`src/rtl/knight_scan_sequencer_if.sv`:
```
`default_nettype none
// ============================================================================
//  Module   : knight_scan_sequencer_if
//  Purpose  : Request/response bundle between the knight scan sequencer and
//             the square-lookup datapath.
//  Signals  : scan_req/scan_pos/scan_dir -- request (sequencer -> datapath)
//             scan_ok/scan_sq/scan_piece -- response, one cycle after request
//  Revision : 1.0  initial release
// ============================================================================
interface knight_scan_sequencer_if;
  logic       scan_req;
  logic [5:0] scan_pos;
  logic [2:0] scan_dir;
  logic       scan_ok;
  logic [5:0] scan_sq;
  logic [3:0] scan_piece;

  modport master (
    output scan_req, scan_pos, scan_dir,
    input  scan_ok, scan_sq, scan_piece
  );

  modport slave (
    input  scan_req, scan_pos, scan_dir,
    output scan_ok, scan_sq, scan_piece
  );
endinterface
`default_nettype wire

```
`src/rtl/knight_scan_sequencer.sv`:
```
`default_nettype none
// ============================================================================
//  Module   : knight_scan_sequencer
//  Purpose  : Walks the 8 knight directions from an origin square, issues one
//             lookup per direction to the scan datapath and accumulates the
//             legal-destination and capture masks from the responses.
//  Ports    : clk, rst_n (async, active low)
//             start/abort       -- scan control
//             bigBoard          -- 64 x 4-bit squares, [3] colour, [2:0] type
//             currentPosition   -- origin square
//             scan              -- datapath request/response (master side)
//             busy/done         -- status, done is a one-cycle pulse
//             move_mask/capture_mask/move_count -- results
//  Revision : 1.0  initial release
// ============================================================================
module knight_scan_sequencer (
  input  wire                       clk,
  input  wire                       rst_n,
  input  wire                       start,
  input  wire                       abort,
  input  wire [255:0]               bigBoard,
  input  wire [5:0]                 currentPosition,
  knight_scan_sequencer_if.master   scan,
  output logic                      busy,
  output logic                      done,
  output logic [63:0]               move_mask,
  output logic [63:0]               capture_mask,
  output logic [3:0]                move_count
);

  typedef enum logic [1:0] {
    IDLE  = 2'd0,
    SCAN  = 2'd1,
    DRAIN = 2'd2,
    DONE  = 2'd3
  } state_e;

  state_e      state_q, state_d;
  logic [5:0]  pos_q, pos_d;
  logic        colour_q, colour_d;
  logic [2:0]  dir_q, dir_d;
  logic        pend_q, pend_d;      // a response from last cycle's request is due now
  logic [63:0] move_q, move_d;
  logic [63:0] cap_q, cap_d;
  logic [3:0]  cnt_q, cnt_d;
  logic        legal;

  always_ff @(posedge clk or negedge rst_n) begin
    if (!rst_n) begin
      state_q  <= IDLE;
      pos_q    <= '0;
      colour_q <= 1'b0;
      dir_q    <= '0;
      pend_q   <= 1'b0;
      move_q   <= '0;
      cap_q    <= '0;
      cnt_q    <= '0;
    end else begin
      state_q  <= state_d;
      pos_q    <= pos_d;
      colour_q <= colour_d;
      dir_q    <= dir_d;
      pend_q   <= pend_d;
      move_q   <= move_d;
      cap_q    <= cap_d;
      cnt_q    <= cnt_d;
    end
  end

  always_comb begin
    state_d  = state_q;
    pos_d    = pos_q;
    colour_d = colour_q;
    dir_d    = dir_q;
    pend_d   = 1'b0;
    move_d   = move_q;
    cap_d    = cap_q;
    cnt_d    = cnt_q;

    // An empty or opponent-occupied on-board target is a legal destination.
    legal = scan.scan_ok &&
            ((scan.scan_piece == 4'h0) || (scan.scan_piece[3] != colour_q));

    if (pend_q && legal) begin
      move_d[scan.scan_sq] = 1'b1;
      if (cnt_q != 4'd8) cnt_d = cnt_q + 4'd1;
      if (scan.scan_piece != 4'h0) cap_d[scan.scan_sq] = 1'b1;
    end

    case (state_q)
      IDLE: begin
        if (start) begin
          state_d  = SCAN;
          pos_d    = currentPosition;
          // An empty origin reads as 4'b0000, so its colour bit is already 0.
          colour_d = bigBoard[{currentPosition, 2'b11}];
          dir_d    = '0;
          move_d   = '0;
          cap_d    = '0;
          cnt_d    = '0;
        end
      end
      SCAN: begin
        pend_d = 1'b1;
        // dir stays at 7 on exit so scan_dir keeps showing the last request.
        if (dir_q == 3'd7) state_d = DRAIN;
        else               dir_d   = dir_q + 3'd1;
      end
      DRAIN:   state_d = DONE;
      DONE:    state_d = IDLE;
      default: state_d = IDLE;
    endcase

    if (abort) begin
      state_d = IDLE;
      pend_d  = 1'b0;
      move_d  = '0;
      cap_d   = '0;
      cnt_d   = '0;
    end
  end

  assign scan.scan_req  = (state_q == SCAN);
  assign scan.scan_pos  = pos_q;
  assign scan.scan_dir  = dir_q;
  assign busy           = (state_q != IDLE);
  assign done           = (state_q == DONE);
  assign move_mask      = move_q;
  assign capture_mask   = cap_q;
  assign move_count     = cnt_q;

endmodule
`default_nettype wire

```
`src/flat_wrapper.sv`:
```
// flat-port wrapper written by rule: the top's interface ports become plain ports
module knight_scan_sequencer_flat 
  (clk, rst_n, start, abort, bigBoard, currentPosition, busy, done, move_mask, capture_mask, move_count, scan_scan_req, scan_scan_pos, scan_scan_dir, scan_scan_ok, scan_scan_sq, scan_scan_piece);
  knight_scan_sequencer_if scan_i ();
  input  wire clk;
  input  wire rst_n;
  input  wire start;
  input  wire abort;
  input  wire [255:0] bigBoard;
  input  wire [5:0] currentPosition;
  output logic busy;
  output logic done;
  output logic [63:0] move_mask;
  output logic [63:0] capture_mask;
  output logic [3:0] move_count;
  output wire logic [$bits(scan_i.scan_req)-1:0] scan_scan_req;
  output wire logic [$bits(scan_i.scan_pos)-1:0] scan_scan_pos;
  output wire logic [$bits(scan_i.scan_dir)-1:0] scan_scan_dir;
  input wire logic [$bits(scan_i.scan_ok)-1:0] scan_scan_ok;
  input wire logic [$bits(scan_i.scan_sq)-1:0] scan_scan_sq;
  input wire logic [$bits(scan_i.scan_piece)-1:0] scan_scan_piece;
  assign scan_scan_req = scan_i.scan_req;
  assign scan_scan_pos = scan_i.scan_pos;
  assign scan_scan_dir = scan_i.scan_dir;
  assign scan_i.scan_ok = scan_scan_ok;
  assign scan_i.scan_sq = scan_scan_sq;
  assign scan_i.scan_piece = scan_scan_piece;
  knight_scan_sequencer u_core (.clk(clk), .rst_n(rst_n), .start(start), .abort(abort), .bigBoard(bigBoard), .currentPosition(currentPosition), .scan(scan_i), .busy(busy), .done(done), .move_mask(move_mask), .capture_mask(capture_mask), .move_count(move_count));
endmodule
```
`config.mk`:
```
export PLATFORM = sky130hd
export DESIGN_NAME = knight_scan_sequencer_flat
export DESIGN_NICKNAME = d
export VERILOG_FILES = /design/src/rtl/knight_scan_sequencer_if.sv /design/src/rtl/knight_scan_sequencer.sv /design/src/flat_wrapper.sv
export SDC_FILE = /design/constraint.sdc
export NUM_CORES = 1
export LEC_CHECK = 0
export ABC_AREA = 1
export BUFFER_PORTS_ARGS = -buffer_cell sky130_fd_sc_hd__buf_4
export CAP_MARGIN = 10
export CORE_AREA = 3 3 164 166
export CTS_CLUSTER_DIAMETER = 30
export DETAILED_ROUTE_END_ITERATION = 16
export DIE_AREA = 0 0 167 169
export SLEW_MARGIN = 20
export SYNTH_ARGS = -nofsm -noshare
export SYNTH_HDL_FRONTEND = slang
export SYNTH_SLANG_ARGS = --single-unit
```
`constraint.sdc`:
```
create_clock -name clk -period 2.35 [get_ports clk]
set_input_delay 0.3525 -clock clk [delete_from_list [all_inputs] [get_ports clk]]
set_output_delay 0.3525 -clock clk [all_outputs]
set_load 0.01 [all_outputs]
```
==> impl_metrics.toml <==
[logic_synthesis]
yosys_warnings = 0
synth_top_area_share_pct = 57.56
ys_dominant_reg_cell = "dfrtp_1"
synth_area_leaders = "dfrtp_1, nor2_1, a31oi_1, nand2_1, a21oi_1"
synth_seq_cells = 145
synth_edf_count = 0
avgSynthCellArea_um2 = 9.109
yosysSeqAreaShare_pct = 57.56
yosysMostFrequentCell = "dfrtp_1"
synth.distinct_cells = 26
syn_area_mm2 = 0.006304
syn_inst = 692
synth_top_area_cell = "dfrtp_1"
async_reset_ff_share_pct = 100.0
syn_nets = 977
synth_common_cells = "dfrtp_1, nor2_1, nand2_1"

[worst_setup_path]
cp_data_required_time_ns = 2.69
reg2reg_depth = 7
rr_endpoint = "u_core.move_mask[11]"
crit_chain = "xnor2_1 > nand2_1 > nand2_1 > nor2_2 > buf_12 > a21oi_1 > nor2_1"
critPathSlowestCell = "nor2_2"
startpoint_type = "register"
r2r_setup_slack_ns = 0.49
crit_top_cell = "nand2_1"
cp_max_fo = 11
rr_startpoint = "u_core.colour_q"
end_kind = "register"
critPathTopFamily = "simple AND/OR/NAND/NOR gates"
cp_slowest_stage_delay_ns = 0.46
path_class = "reg -> reg"
cp_num_buf_inv = 1
crit_arrival_ns = 2.19

[finish]
nets = 1197
diodes = 0
area_growth_syn_to_layout_pct = 44.44
drive_above_1_share_pct = 32.54

[routing]
vias = 5902
wl_mm = 21.72
drcViolationCount = 0
first_iter_violations = 598
routedWlPerCell_um = 17.24
via_per_inst = 4.684
ant_nets = 0
drt_pass1_iterations = 5

[hold_path]
hold_start = "abort"
hold_path_class = "in -> reg"
hold_path_end = "u_core.state_q[0]"
whs_path_depth = 2

[power]
ir_drop_mv = 0.5118
pwr-share-clk_pct = 44.8
fin_total_pwr_mw = 6.761
powerDensity_mw_per_mm2 = 742.5
cell_internal_pwr_mw = 4.908
power_frac_seq_pct = 39.4
p_comb_share_pct = 15.8
switching_share_pct = 27.41
leakage_nw = 4.525
p_switching_mw = 1.853

[clock_tree]
cts_buffers = 17
cts.clk_slew.worst_paths_ns = 0.06
worstSkewPairLatency_ns = 0.42
htreeDepth = 4
post_cts_buffers = 0
clk_path_buf_depth = 2
cts_root_buf = "clkbuf_16"
tritoncts = "yes"
cts_sinks = 145

[die]
initial_utilization_pct = 24.47
die_h_um = 169
coreArea_mm2 = 0.02576
die_area_mm2 = 0.02822
placementRows = 59
ios = 421
chipWidth_um = 167

[global_routing]
antenna_found_initial = 0
first_global_vias = 5701
grt_usage_pct = 15.17
grt_max_degree = 93
grt_pass1_wl_mm = 33.63
gr-total-overflow = 0

[timing]
tns_ns = 0
finalSetupViolCount = 0
max_freq_mhz = 538.6
hold_viol_final = 0
fin_ws_ns = 0.4933
fin_crit_ns = 1.857
maxSlewViolCount = 0
fin_worst_skew_ns = 0.007790
rsz0062_at_grt = "false"
worstMarginPinSlew_ns = 0.9753
period_share_pct = 79.01
slew_headroom_pct = 34.77

[flow_run]
maxCapViolCount = 0

[outcome]
status = "complete, no violations"

[placed_design]
place_worst_setup_slack_ns = 0.2878
hpwlAfterDp_mm = 15.01
gp_congestion = 0.7874
port-buffer-count = 228
cells in the final DEF (no fill, tap or decap), drive strengths merged, types with 2 or more instances in the layout:
cell / n
dfrtp: 145
inv: 25
clkinv: 5
nor3: 12
nand2: 97
a211oi: 3
nor2: 147
xnor2: 2
a31oi: 64
clkbuf: 18
bufinv: 5
buf: 250
ha: 8
nand3: 63
o21ai: 10
a32o: 2
a21oi: 65
flip-flops by register name, summed over array words and instances (netlist names):
name                  count
u_core.capture_mask      64
u_core.move_mask         64
u_core.scan.scan_pos      6
u_core.move_count         4
u_core.scan.scan_dir      3
u_core.state_q            2
u_core.colour_q           1
u_core.pend_q             1
repair_timing:
action | 4_1_cts | 5_1_grt
hold buffers | 1 | 0
gates resized for setup | 0 | 0
endpoints found under the hold margin | 45 | 0
worst max-delay path by stage:
stage	cells past startpoint	slack [ns]	startpoint	end
after global placement	9	0.32	scan_scan_piece[3]	u_core.capture_mask[13]
after global routing	7	0.26	u_core.colour_q	u_core.capture_mask[13]
after CTS	7	0.43	u_core.colour_q	u_core.move_mask[11]
final	7	0.49	u_core.colour_q	u_core.move_mask[11]
after detailed placement	9	0.29	scan_scan_piece[3]	u_core.capture_mask[15]
after floorplan	7	0.68	u_core.state_q[0]	u_core.capture_mask[13]
layer usage:
metal / global-route usage, % / vias to the layer above / part of all wire, %
li1: - / 2780 / -
met1: 20.48 / 2877 / 44
met2: 23.75 / 230 / 47
met3: 5.091 / 15 / 8.4
met4: 3.479 / 0 / 1.1
met5: 0 / - / 0
kinds of logic (layout without fill, tap and decap cells):
logic type	count (synthesis)	after routing	share of synthesized area [%]
compound gates	145	145	13.10
flops	145	145	57.56
fa+ha+maj	8	8	1.588
xor+xnor	2	2	0.2779
buf+inv	72	305	5.141
simple gates	320	320	22.33
power groups by stage:
stage | combinational, mW | sequential [mW] | clock, mW
3_5_place_dp | 1.08 | 2.71 | 0
4_1_cts | 1.08 | 2.66 | 3.09
6_report | 1.07 | 2.67 | 3.03
3_3_place_gp | 1.07 | 2.70 | 0
5_1_grt | 1.19 | 2.68 | 3.20
2_1_floorplan | 0.544 | 2.73 | 0
final cells by class:
cell class                 instances  area (um^2)
tap                              335        419.2
multi-input combinational        475         2366
clock buffer                      18        429.2
timing repair buffer             251         1953
fill                            2601        16660
inverter                          22        82.58
sequential                       145         3628
clock inverter                    14        226.5
per-stage QoR:
stage,hold slack [ns],cells,util (%),cell area (um^2)
after floorplan,0.05691,692,-,6304
after global placement,0.3156,1227,32.76,8439
after CTS,0.1042,1260,35.34,9105
after global routing,0.1090,1260,35.34,9105
final,0.1225,1260,35.34,9105
after detailed placement,0.3157,1227,32.76,8439
(Power assumes the default switching activity.)
